`src/rtl/phys_reg_free_list.sv`:
```
// Physical register free list: 32-entry circular tag buffer with speculative and committed read pointers.
// Zero-latency combinational allocation; take is ignored when empty, and release is refused when the committed list is full.
module phys_reg_free_list (
  input  logic       clk,
  input  logic       reset,
  input  logic       en,
  input  logic       take,
  input  logic       commitAlloc,
  input  logic       releaseReq,
  input  logic [5:0] releaseTag,
  input  logic       rewind,
  output logic [5:0] allocTag,
  output logic       allocValid,
  output logic       reserve,
  output logic [5:0] selectReserve,
  output logic [5:0] freeCount,
  output logic       error
);

  logic [5:0] mem [32];
  logic [5:0] rdPtr, cmPtr, wrPtr;
  logic [5:0] occupancy;
  logic       take_ok, commit_ok, commit_bad, release_ok, release_bad;

  assign freeCount     = wrPtr - rdPtr;
  assign occupancy     = wrPtr - cmPtr;
  assign allocTag      = mem[rdPtr[4:0]];
  assign allocValid    = (freeCount != 6'd0) && !rewind;
  assign reserve       = take && allocValid && en;
  assign selectReserve = allocTag;

  assign take_ok    = reserve;
  assign commit_ok  = en && commitAlloc && (cmPtr != rdPtr);
  assign commit_bad = en && commitAlloc && (cmPtr == rdPtr);

  // When the list is completely free, a same-cycle take consumes the slot that the release overwrites.
  // The release is therefore allowed through even though committed occupancy is at 32.
  assign release_ok  = en && releaseReq && (releaseTag != 6'd0) &&
                       ((occupancy < 6'd32) || ((freeCount == 6'd32) && take_ok));
  assign release_bad = en && releaseReq && (releaseTag != 6'd0) && !release_ok;

  always_ff @(posedge clk or posedge reset) begin
    if (reset) begin
      for (int i = 0; i < 32; i++) begin
        mem[i] <= 6'(32 + i);
      end
      rdPtr <= 6'd0;
      cmPtr <= 6'd0;
      wrPtr <= 6'd32;
      error <= 1'b0;
    end else begin
      if (release_ok) begin
        mem[wrPtr[4:0]] <= releaseTag;
        wrPtr           <= wrPtr + 6'd1;
      end
      if (commit_ok) begin
        cmPtr <= cmPtr + 6'd1;
      end
      if (en && rewind) begin
        rdPtr <= commit_ok ? cmPtr + 6'd1 : cmPtr;
      end else if (take_ok) begin
        rdPtr <= rdPtr + 6'd1;
      end
      if (commit_bad || release_bad) begin
        error <= 1'b1;
      end
    end
  end

endmodule

```
`config.mk`:
```
export PLATFORM = sky130hd
export DESIGN_NAME = phys_reg_free_list
export DESIGN_NICKNAME = d
export VERILOG_FILES = /design/src/rtl/phys_reg_free_list.sv
export SDC_FILE = /design/constraint.sdc
export NUM_CORES = 1
export LEC_CHECK = 0
export CORE_MARGIN = 5
export CORE_UTILIZATION = 67
export CTS_CLUSTER_SIZE = 16
export DETAILED_ROUTE_END_ITERATION = 7
export PLACE_DENSITY = 0.86
export REMOVE_ABC_BUFFERS = 1
export SYNTH_ARGS = -nofsm -noshare
export SYNTH_HDL_FRONTEND = slang
export SYNTH_SLANG_ARGS = --single-unit
```
`constraint.sdc`:
```
create_clock -name clk -period 14.1 [get_ports clk]
set_clock_uncertainty 0.05 [all_clocks]
set_input_delay 2.82 -clock clk [delete_from_list [all_inputs] [get_ports clk]]
set_output_delay 2.82 -clock clk [all_outputs]
set_load 0.05 [all_outputs]
```
* Word level (Yosys, flattened, before mapping)
Cells that the tools add are included.
** Operators by class
- Add/subtract/negate cells :: 5
- $lt $le $gt $ge :: 4
- Eq/ne operators :: 3
- Multiplexer cells :: 9
- Bitwise logic cells :: 2
- Reduce and logical (&&, ||, !) cells :: 20
** Operators by type and width (number)
- bitwise mux 192 bit :: 1
- 2-to-1 mux 6 bit :: 6
- binary-select mux 6 bit (select 5 bit) :: 1
- demux 6 bit (select 5 bit) :: 1
- adder 6 x 1 -> 6 bit, second input constant :: 3
- logical AND 1 bit :: 13
- greater-or-equal comparator 6 bit, second input constant :: 2
- inverter 5 -> 6 bit :: 2
- nonzero test 6 bit :: 2
- subtractor 6 bit :: 2
- equality test 6 bit :: 1
- equality test 6 bit, second input constant :: 1
- < comparator 6 x 1 -> 1 bit, second input constant :: 1
- < comparator 6 bit, second input constant :: 1
- != test 6 bit :: 1
- logical NOT 1 bit :: 2
- logical OR 1 bit :: 2
- nonzero test 2 bit :: 1
** Storage, ports and cells
- Register bits after elaboration :: 211
- Output and inout port bits :: 21

* Longest topological paths before layout
- Word-level depth :: 11
- Mapped depth :: 13
- Depth with buffers taken out :: 10

* Least setup slack after synthesis
No wires, ideal clock.
- Kind :: input -> output
- Start point :: input rewind
- End point :: output reserve
- Data arrival time :: 3793 ps
- Slack :: 7437 ps
- Cell stages on the path :: 2
- Cell sequence :: nand3b_1 > nor2_1
** On the way
- Word-level cells in the longest chain between the ends :: 4
** Ends and longest elaborated chain
- from (decl) :: line 11 : input logic rewind,
- logical NOT 1 bit :: line 28 : assign allocValid = (freeCount != 6'd0) && !rewind;
- logical AND 1 bit :: line 28
- logical AND 1 bit (2 in a row) :: line 29 : assign reserve = take && allocValid && en;
- to (decl) :: line 14 : output logic reserve,
Every way passes these cells.

* Final worst setup path
Same ends and word-level chain as after synthesis.

==> results.yml <==
status:
  status: "completed"
detailed_routing:
  route.detailed.drc: 0
  dr.pass1.iters: 4
  avgRoutedWirePerCell_um: 24.9
  via_per_inst: 6.60
  ant_nets: 0
  drtIter0Drc: 497
  num_vias: 6386
  detail_route.wirelength_um: 24100
power_and_ir_drop:
  intPower_uw: 1250
  pwr-share-clk_pct: 33.0
  seq_power_share_pct: 38.4
  power_uw: 1900
  power_leakage_uw: 0.00543
  ir_worst_vdd_v: 0.000155
  switchingPower_uw: 649
  power_density_nw_per_um2: 157
  pwr-share-comb_pct: 28.6
  swShare_pct: 34.1
cells_and_area:
  final_area_sq_um: 12100
  final_nets: 766
  fillCellCount: 912
  multi_input_area_sq_um: 5160
  utilization_pct: 76.1
  drive_gt1_share_pct: 55.2
  antenna_cells: 0
  seq_area_sq_um: 5430
  area_growth_pct: 10.9
sta:
  worst_hold_slack_ns: 0.434
  clock.fmax_mhz: 132
  slew_headroom_pct: 11.8
  hold_violations: 0
  period_needed_ns: 7.57
  setup_violations: 0
  fin_crit_sh_pct: 53.7
  finalSetupTns_ns: 0
  worst_pin_slew_ns: 1.32
  slew_violations: 0
  rsz0062_at_grt: "false"
worst_setup_path:
  cp_max_fo: 5
  worst_ep_required_time_ns: 11.23
  critPathKind: "input pin to output port"
  start_kind: "input pin"
  end_kind: "output port"
  cp.arrival_ns: 4.70
  r2r_cells: 9
clocking:
  clk_latency_ns: 0.50
  cts_tree: "done"
  clock-sinks: 211
  cts_buffers: 23
  clock_path_buffers: 3
  clkTransAtPathRegs_ns: 0.06
  ctsResizeCount: 0
  htreeDepth: 1
  post_cts_buffers: 0
  cts_hold_buf: 0
  cts_root_buffer: "clkbuf_16"
synthesis:
  yosys.area_share.simple_pct: 9.29
  synth-edff-count: 0
  synth_top_family_by_area: "multiplexers"
  synth-async-reset-ratio_pct: 100
  synthDistinctLibCells: 49
  ys.flop_type: "dfstp_2"
  synthAdderAreaFrac_pct: 1.90
  avgSynthCellArea_sq_um: 15.1
  synthCells: 727
  synth_compound_area_share_pct: 1.52
  ys_seq_area_share_pct: 49.5
  syn-cell-area_sq_um: 10900
  synthXorXnorAreaFrac_pct: 1.92
  yosysWarningCount: 0
  synth_mux_area_share_pct: 32.4
  ys_seq_elements: 211
global_route:
  grt_max_degree: 137
  grt_pass1_vias: 6905
  grt.total_usage_pct: 26.9
  antenna_found_initial: 0
  overflow: 0
  grt_pass1_wl_um: 39000
floorplan:
  io_pins: 34
  die_w_um: 138
  die_h_um: 138
  fp.coreArea_sq_um: 15900
  start_util_pct: 68.6
  dieArea_sq_um: 19000
  rows: 46
placement:
  io_buffers: 33
  place_congestion: 0.851
  placed_cell_area_sq_um: 11300
  hpwl_um: 15200
worst_hold_path:
  whs_path_depth: 2
  hold_class: "register to register"
job:
  cap_violations: 0
area by class of cell:
| class | instances | share of cell area [%] |
|---|---|---|
| multi-input combinational | 439 | 42.5 |
| sequential | 211 | 44.7 |
| tap | 216 | 2.23 |
| clock inverter | 7 | 1.14 |
| clock buffer | 33 | 5.38 |
| inverter | 17 | 0.588 |
| timing repair buffer | 45 | 3.46 |
synthesized netlist by cell type (all sizes together) (3+ instances only):
| cell | n | area (sq um) |
|---|---|---|
| mux4 | 60 | 1350 |
| nor2 | 20 | 75.1 |
| dfstp | 113 | 2970 |
| nand4 | 27 | 514 |
| mux2 | 194 | 2180 |
| and3b | 3 | 26.3 |
| xor2 | 10 | 87.6 |
| xnor2 | 14 | 123 |
| dfrtp | 98 | 2450 |
| and3 | 4 | 25.0 |
| ha | 15 | 188 |
| and4 | 8 | 70.1 |
| buf | 28 | 190 |
| nor3b | 3 | 22.5 |
| nand2b | 3 | 18.8 |
| a21oi | 7 | 35.0 |
| o21ai | 5 | 25.0 |
| nor3 | 5 | 25.0 |
| inv | 15 | 56.3 |
| nand3 | 7 | 35.0 |
| nand2 | 27 | 101 |
| clkbuf | 32 | 120 |
| nor4 | 4 | 25.0 |
worst max-delay path, stage by stage:
cell and delay [ns]:
clkdlybuf4s50_1 0.48, nand3b_1 0.30, nor2_1 0.25, clkdlybuf4s50_1 0.84
per-stage QoR:
step	setup WS, ns	cells
3_5_place_dp	6.54	928
5_1_grt	6.25	968
2_1_floorplan	5.26	667
6_report	6.53	968
3_3_place_gp	6.57	928
4_1_cts	6.53	968
cells by family after synthesis:
group                      count (synthesis)
muxes                                    255
DFF                                      211
and+or+nand+nor                          120
buffers and inverters                     77
AOI/OAI and AO/OA                         24
xor gates and xnor gates                  24
adders and majority gates                 16
power groups by stage:
stage	Clock [uW]	Combinational, uW	Sequential (uW)
floorplan	0	366	744
CTS	636	545	729
finish	628	544	730
global route	661	580	738
detailed placement	0	541	738
global placement	0	524	734
final timing paths:
kind,from,to,slack [ns]
max in group asynchronous,reset,rdPtr[0]$_DFFE_PP0P_,9.57
setup reg to reg,rdPtr[4]$_DFFE_PP0P_,mem[188]$_DFFE_PP0P_,9.64
min in group asynchronous,reset,mem[54]$_DFFE_PP0P_,2.84
hold / removal,error$_DFFE_PP0P_,error$_DFFE_PP0P_,0.43
hold reg to reg,error$_DFFE_PP0P_,error$_DFFE_PP0P_,0.43
setup / recovery,rewind,reserve,6.53
cells in the final DEF, fill, tap and decap left out, types with 5 or more instances in the layout:
cell               n
mux4_2            60
o21ai_0            5
dfrtp_1           96
nand3_1            7
mux2_2           166
inv_1             14
a21oi_1            7
nor2_1            20
xnor2_1           14
nand2_1           27
clkdlybuf4s50_1   33
clkbuf_1           6
nor3_1             5
dfstp_2          113
xor2_1            10
and4_1             8
mux2_1            28
clkbuf_16         23
ha_1              15
nand4_4           23
buf_4             12
layer usage:
metal | vias up | global-route usage (%) | part of all wire (%)
li1 | 2739 | - | -
met1 | 3386 | 37.4 | 41
met2 | 211 | 45.1 | 51
met3 | 50 | 3.14 | 5.4
met4 | 0 | 8.12 | 2.5
met5 | - | 0 | 0
sequential cells by signal (all words and copies together), names as in the netlist:
| signal | flops |
|---|---|
| error | 1 |
| mem | 192 |
| cmPtr | 6 |
| rdPtr | 6 |
| wrPtr | 6 |
(Power assumes the default switching activity.)
